$ cat src/rtl/a2d_rr_intf_if.sv
// ---------------------------------------------------------------------------
// a2d_rr_intf_if
//   Bundles the link between the A/D round-robin sequencer and the 16-bit
//   SPI master.
//
//   Handshake: the sequencer raises spi_wrt for exactly one clk with spi_cmd
//   already valid. That is the request, and it is never back-pressured. The
//   SPI master clears spi_done on the clk edge that samples spi_wrt. It raises
//   spi_done again, and holds it, when the transaction finishes. spi_rd_data
//   is valid while spi_done=1. A spi_done that is still high in the clk of
//   spi_wrt is left over from the previous transaction. It does not mean the
//   new transaction has finished.
//
//   Signals
//     spi_wrt      sequencer -> SPI  1-clk start pulse
//     spi_cmd      sequencer -> SPI  16-bit command word (held after spi_wrt)
//     spi_done     SPI -> sequencer  transaction complete (level)
//     spi_rd_data  SPI -> sequencer  received word
//   Modports: master = sequencer side, slave = SPI master side.
// ---------------------------------------------------------------------------
interface a2d_rr_intf_if;
    logic        spi_wrt;
    logic [15:0] spi_cmd;
    logic        spi_done;
    logic [15:0] spi_rd_data;

    modport master (output spi_wrt, output spi_cmd,
                    input  spi_done, input spi_rd_data);
    modport slave  (input  spi_wrt, input spi_cmd,
                    output spi_done, output spi_rd_data);
endinterface

$ cat src/rtl/a2d_rr_intf.sv
// ---------------------------------------------------------------------------
// a2d_rr_intf
//   Round-robin A/D conversion sequencer. It sits upstream of the 16-bit SPI
//   master. Each conversion takes two SPI transactions:
//     1. send the channel command (the returned word is discarded);
//     2. resend the same command and keep the returned 12-bit result.
//   The latest result for each of the four slots is held for downstream logic.
//
//   Optional feature (macro A2D_AUTO_CONV_EN)
//     When this macro is defined, a free-running 20-bit counter wraps every
//     AUTO_PERIOD clk. Each wrap starts a conversion, ORed with nxt.
//
//   Ports
//     clk          in   system clock
//     rst_n        in   asynchronous active-low reset
//     nxt          in   1-clk pulse: convert the current slot
//     spi          if   SPI master link (master modport)
//     busy         out  conversion in progress
//     cnv_cmplt    out  1-clk pulse when a result is written
//     slot         out  slot index of the next/current conversion
//     res0..res3   out  latest 12-bit result per slot
//     state_dbg    out  FSM state (0 IDLE, 1 CMD, 2 GAP, 3 READ)
// ---------------------------------------------------------------------------
module a2d_rr_intf #(
    parameter logic [2:0] CH0 = 3'd0,   // left load cell
    parameter logic [2:0] CH1 = 3'd4,   // right load cell
    parameter logic [2:0] CH2 = 3'd5,   // battery
    parameter logic [2:0] CH3 = 3'd6    // steer pot
`ifdef A2D_AUTO_CONV_EN
    , parameter logic [19:0] AUTO_PERIOD = 20'd1_000_000
`endif
) (
    input  logic                 clk,
    input  logic                 rst_n,
    input  logic                 nxt,
    a2d_rr_intf_if.master        spi,
    output logic                 busy,
    output logic                 cnv_cmplt,
    output logic [1:0]           slot,
    output logic [11:0]          res0,
    output logic [11:0]          res1,
    output logic [11:0]          res2,
    output logic [11:0]          res3,
    output logic [1:0]           state_dbg
);

    typedef enum logic [1:0] {
        IDLE = 2'd0,
        CMD  = 2'd1,
        GAP  = 2'd2,
        READ = 2'd3
    } state_t;

    state_t     state;
    logic       start;
    logic [2:0] chnl;

    // The top nibble of the returned word carries no result bits.
    logic unused_rd_hi;
    assign unused_rd_hi = ^spi.spi_rd_data[15:12];

`ifdef A2D_AUTO_CONV_EN
    // Free-running period counter. A wrap that lands while busy is lost.
    logic [19:0] auto_cnt;
    logic        auto_wrap;

    assign auto_wrap = (auto_cnt == AUTO_PERIOD - 20'd1);

    always_ff @(posedge clk or negedge rst_n) begin
        if (!rst_n) begin
            auto_cnt <= 20'd0;
        end else if (auto_wrap) begin
            auto_cnt <= 20'd0;
        end else begin
            auto_cnt <= auto_cnt + 20'd1;
        end
    end

    assign start = nxt | auto_wrap;
`else
    assign start = nxt;
`endif

    always_comb begin
        chnl = CH0;
        case (slot)
            2'd0:    chnl = CH0;
            2'd1:    chnl = CH1;
            2'd2:    chnl = CH2;
            default: chnl = CH3;
        endcase
    end

    assign state_dbg = state;

    always_ff @(posedge clk or negedge rst_n) begin
        if (!rst_n) begin
            state       <= IDLE;
            slot        <= 2'd0;
            busy        <= 1'b0;
            cnv_cmplt   <= 1'b0;
            spi.spi_wrt <= 1'b0;
            spi.spi_cmd <= 16'h0000;
            res0        <= 12'h000;
            res1        <= 12'h000;
            res2        <= 12'h000;
            res3        <= 12'h000;
        end else begin
            spi.spi_wrt <= 1'b0;
            cnv_cmplt   <= 1'b0;
            case (state)
                IDLE: begin
                    // A start that coincides with the completion pulse is dropped.
                    if (start && !cnv_cmplt) begin
                        spi.spi_wrt <= 1'b1;
                        spi.spi_cmd <= {2'b00, chnl, 11'h000};
                        busy        <= 1'b1;
                        state       <= CMD;
                    end
                end
                CMD: begin
                    // spi_done in the spi_wrt clk is stale, so it is ignored.
                    if (!spi.spi_wrt && spi.spi_done) begin
                        state <= GAP;
                    end
                end
                GAP: begin
                    // spi_cmd still holds this slot's command.
                    spi.spi_wrt <= 1'b1;
                    state       <= READ;
                end
                READ: begin
                    if (!spi.spi_wrt && spi.spi_done) begin
                        case (slot)
                            2'd0:    res0 <= spi.spi_rd_data[11:0];
                            2'd1:    res1 <= spi.spi_rd_data[11:0];
                            2'd2:    res2 <= spi.spi_rd_data[11:0];
                            default: res3 <= spi.spi_rd_data[11:0];
                        endcase
                        cnv_cmplt <= 1'b1;
                        busy      <= 1'b0;
                        slot      <= slot + 2'd1;
                        state     <= IDLE;
                    end
                end
                default: state <= IDLE;
            endcase
        end
    end

endmodule

$ cat src/flat_wrapper.sv
// flat-port wrapper written by rule: the top's interface ports become plain ports
module a2d_rr_intf_flat 
#(
    parameter logic [2:0] CH0 = 3'd0,                    
    parameter logic [2:0] CH1 = 3'd4,                     
    parameter logic [2:0] CH2 = 3'd5,             
    parameter logic [2:0] CH3 = 3'd6                

)
  (clk, rst_n, nxt, busy, cnv_cmplt, slot, res0, res1, res2, res3, state_dbg, spi_spi_wrt, spi_spi_cmd, spi_spi_done, spi_spi_rd_data);
  a2d_rr_intf_if spi_i ();
  input  logic clk;
  input  logic rst_n;
  input  logic nxt;
  output logic busy;
  output logic cnv_cmplt;
  output logic [1:0] slot;
  output logic [11:0] res0;
  output logic [11:0] res1;
  output logic [11:0] res2;
  output logic [11:0] res3;
  output logic [1:0] state_dbg;
  output wire logic [$bits(spi_i.spi_wrt)-1:0] spi_spi_wrt;
  output wire logic [$bits(spi_i.spi_cmd)-1:0] spi_spi_cmd;
  input wire logic [$bits(spi_i.spi_done)-1:0] spi_spi_done;
  input wire logic [$bits(spi_i.spi_rd_data)-1:0] spi_spi_rd_data;
  assign spi_spi_wrt = spi_i.spi_wrt;
  assign spi_spi_cmd = spi_i.spi_cmd;
  assign spi_i.spi_done = spi_spi_done;
  assign spi_i.spi_rd_data = spi_spi_rd_data;
  a2d_rr_intf #(.CH0(CH0), .CH1(CH1), .CH2(CH2), .CH3(CH3)) u_core (.clk(clk), .rst_n(rst_n), .nxt(nxt), .spi(spi_i), .busy(busy), .cnv_cmplt(cnv_cmplt), .slot(slot), .res0(res0), .res1(res1), .res2(res2), .res3(res3), .state_dbg(state_dbg));
endmodule
$ cat config.mk
export PLATFORM = sky130hd
export DESIGN_NAME = a2d_rr_intf_flat
export DESIGN_NICKNAME = d
export VERILOG_FILES = /design/src/rtl/a2d_rr_intf_if.sv /design/src/rtl/a2d_rr_intf.sv /design/src/flat_wrapper.sv
export SDC_FILE = /design/constraint.sdc
export NUM_CORES = 1
export LEC_CHECK = 0
export ABC_CLOCK_PERIOD_IN_PS = 1300
export BUFFER_PORTS_ARGS = -buffer_cell sky130_fd_sc_hd__buf_4
export CAP_MARGIN = 10
export CORE_UTILIZATION = 35
export DETAILED_ROUTE_END_ITERATION = 8
export GPL_ROUTABILITY_DRIVEN = 0
export PLACE_DENSITY = 0.59
export SLEW_MARGIN = 30
export SYNTH_ARGS = -nofsm -noshare
export SYNTH_HDL_FRONTEND = slang
export SYNTH_SLANG_ARGS = --single-unit
$ cat constraint.sdc
create_clock -name clk -period 1.3 [get_ports clk]
set_input_delay 0.13 -clock clk [delete_from_list [all_inputs] [get_ports clk]]
set_output_delay 0.13 -clock clk [all_outputs]
set_load 0.005 [all_outputs]
==> results.cfg <==
[run_status]
status = complete, but fails checks
violations = setup timing

[global_routing]
grt_pass1_wl_um = 8760
grt_max_degree = 59
grt_usage_pct = 15.4
first_global_vias = 1596
antenna_found_initial = 0
overflow = 0

[sta]
fin_ws_ps = -156
fin_crit_sh_pct = 112
max_freq_mhz = 687
setup_viol = 52
min_period_ps = 1460
rsz0062_at_grt = yes
fin_skew_ps = 11.9
hold_violations = 0
hold_slack_ps = 58.0
drv_slew = 0

[die]
rows = 31
dieArea_sq_um = 7960
initial_core_util_pct = 36.5
die_h_um = 89.2
fp.dieW_um = 89.2
io_pins = 91
coreArea_sq_um = 7290

[final_layout]
final_cells = 370
diodes = 0
nNetsFinal = 298
multi_input_area_sq_um = 1290
stdcell_area_sq_um = 3850
final_core_util_pct = 52.7
register_area_sq_um = 1450
nFillCells = 637
area_growth_syn_to_layout_pct = 44.5
drive_gt1_share_pct = 66.8

[worst_setup_path]
cp.required_ps = 1510
worst_r2r_path_depth = 4
crit_fanout = 4
worst-r2r-setup-slack_ps = -160
rr_endpoint = u_core.state_dbg[1]
r2r-start = u_core.state_dbg[0]
start_kind = flip-flop
worstPathArrival_ps = 1670
crit_path_end_kind = flip-flop
setup.worst_path.class = reg2reg

[drt]
drt_first_pass_iters = 4
ant_nets = 0
vias = 1596
via_per_inst = 4.31
remaining_drc_errors = 0
wl_per_cell_um = 15.6
drtIter0Drc = 39
routed_wl_um = 5770

[power]
peakVddDrop_mv = 0.973
power_density_nw_per_um2 = 2500
power_mw = 9.63
p_leak_nw = 2.03

[place]
hpwlAfterDp_um = 3670
placed_area_sq_um = 3370
place.detailed.instances = 345
io_buffer_count = 73

[synthesis]
ys_warn_count = 0
ys_types = 22
netlist_instances = 164
netlist_area_sq_um = 2660
seq_area_frac_synth_pct = 54.5
syn_avg_cell_area_sq_um = 16.2
ys_ff_latch = 58

[job]
cap_violations = 0

[hold_path]
hp-start = spi_spi_rd_data[10]
min_path_type = in2reg
whs_endpoint = u_core.res3[10]
hold_depth = 2

[clock_network]
cts-buffers-inserted = 9
cts_tree = done
insertion_delay_ps = 330
cts_root_buffer = clkbuf_8
cts_buffer_depth = 2
path_clk_slew_ps = 70
cts_num_sinks = 58
htreeDepth = 3
## worst max-delay path by stage
stage | startpoint | endpoint | slack, ps | cells past startpoint
after floorplan | u_core.state_dbg[1] | u_core.res0[0] | -200 | 6
after global placement | u_core.state_dbg[0] | u_core.res3[11] | -200 | 5
after detailed placement | u_core.state_dbg[0] | u_core.res1[1] | -240 | 5
after CTS | u_core.state_dbg[0] | u_core.res1[7] | -220 | 6
after global routing | u_core.state_dbg[1] | u_core.state_dbg[1] | -210 | 5
final | u_core.state_dbg[0] | u_core.state_dbg[1] | -160 | 4
## per-stage QoR
step                setup WS (ps)  setup TNS [ps]
CTS                          -225          -10400
floorplan                    -204           -8530
global route                 -206           -9340
detailed placement           -237          -10320
global placement             -199           -8370
finish                       -156           -6620
## cells in the mapped netlist (all sizes together)
library cell / instances / area share, %
dfrtp: 58 / 55
o21ai: 3 / 0.56
nand2b: 3 / 0.99
o31ai: 1 / 0.28
a22o: 1 / 0.33
mux2i: 1 / 0.38
nor2: 2 / 0.89
conb: 1 / 0.14
nand2: 6 / 2.0
nand3b: 1 / 0.28
mux2: 51 / 27
inv: 5 / 0.70
ha: 12 / 5.6
buf: 17 / 5.4
xnor2: 1 / 0.33
a21o: 1 / 0.28
## placed cells by master, fill, tap and decap left out, drive strengths merged, types with 2 or more instances in the layout
cell type / Yosys / final
buf: 17 / 91
bufinv: 0 / 2
clkbuf: 0 / 11
clkinv: 0 / 2
conb: 1 / 13
dfrtp: 58 / 58
ha: 12 / 12
inv: 5 / 5
mux2: 51 / 51
nand2: 6 / 10
nand2b: 3 / 3
nor2: 2 / 2
o21ai: 3 / 3
## metal layers
layer / part of all wire [%] / track usage, % / vias to the layer above
met1: 45 / 20.3 / 798
met4: 1.1 / 4.33 / 0
met5: 0 / 0 / -
met3: 4.5 / 5.17 / 6
li1: - / - / 744
met2: 50 / 24.3 / 48
## power breakdown
part / internal, mW / total (mW) / leakage [nW] / switching, mW
combinational: 2.94 / 4.51 / 1.19 / 1.58
sequential: 2.69 / 3.28 / 0.730 / 0.588
clock: 1.13 / 1.83 / 0.109 / 0.707
total: 6.75 / 9.63 / 2.03 / 2.87
## layout make-up
type                       count  share of cell area [%]
tap                           99                    3.22
multi-input combinational    100                    33.6
timing repair buffer          92                    19.2
sequential                    58                    37.8
inverter                       5                   0.553
clock inverter                 5                    2.02
clock buffer                  11                    3.68
## repair_timing
action                                  CTS  global route
endpoints found under the setup margin   53            56
endpoints found under the hold margin    58             0
pin swaps                                 4             4
resized for setup                        14            22
cloned                                    4             0
hold buffers                              1             0
setup buffers                             4             0
## flip-flops by register name (all words and copies together), names as in the netlist
name / count
u_core.state_dbg: 2
u_core.cnv_cmplt: 1
u_core.spi.spi_cmd: 3
u_core.res2: 12
u_core.res1: 12
u_core.spi.spi_wrt: 1
u_core.res3: 12
u_core.busy: 1
u_core.slot: 2
u_core.res0: 12
## cells by family after synthesis
logic type	count (synthesis)	synth area share, %
AO/OA/AOI/OAI	6	1.46
other	1	0.141
XOR/XNOR	1	0.329
adder cells (fa/ha/maj)	12	5.64
multiplexers	52	27.7
buffers and inverters	22	6.06
flip-flops	58	54.5
AND/OR/NAND/NOR	12	4.14
## worst max-delay path, cell delays in order, from the launching register on
cell	delay (ps)
dfrtp_2	440
ha_1	210
a22o_1	210
a21o_1	190
mux2_4	300
Note: power is estimated with default switching activity, not from simulation.
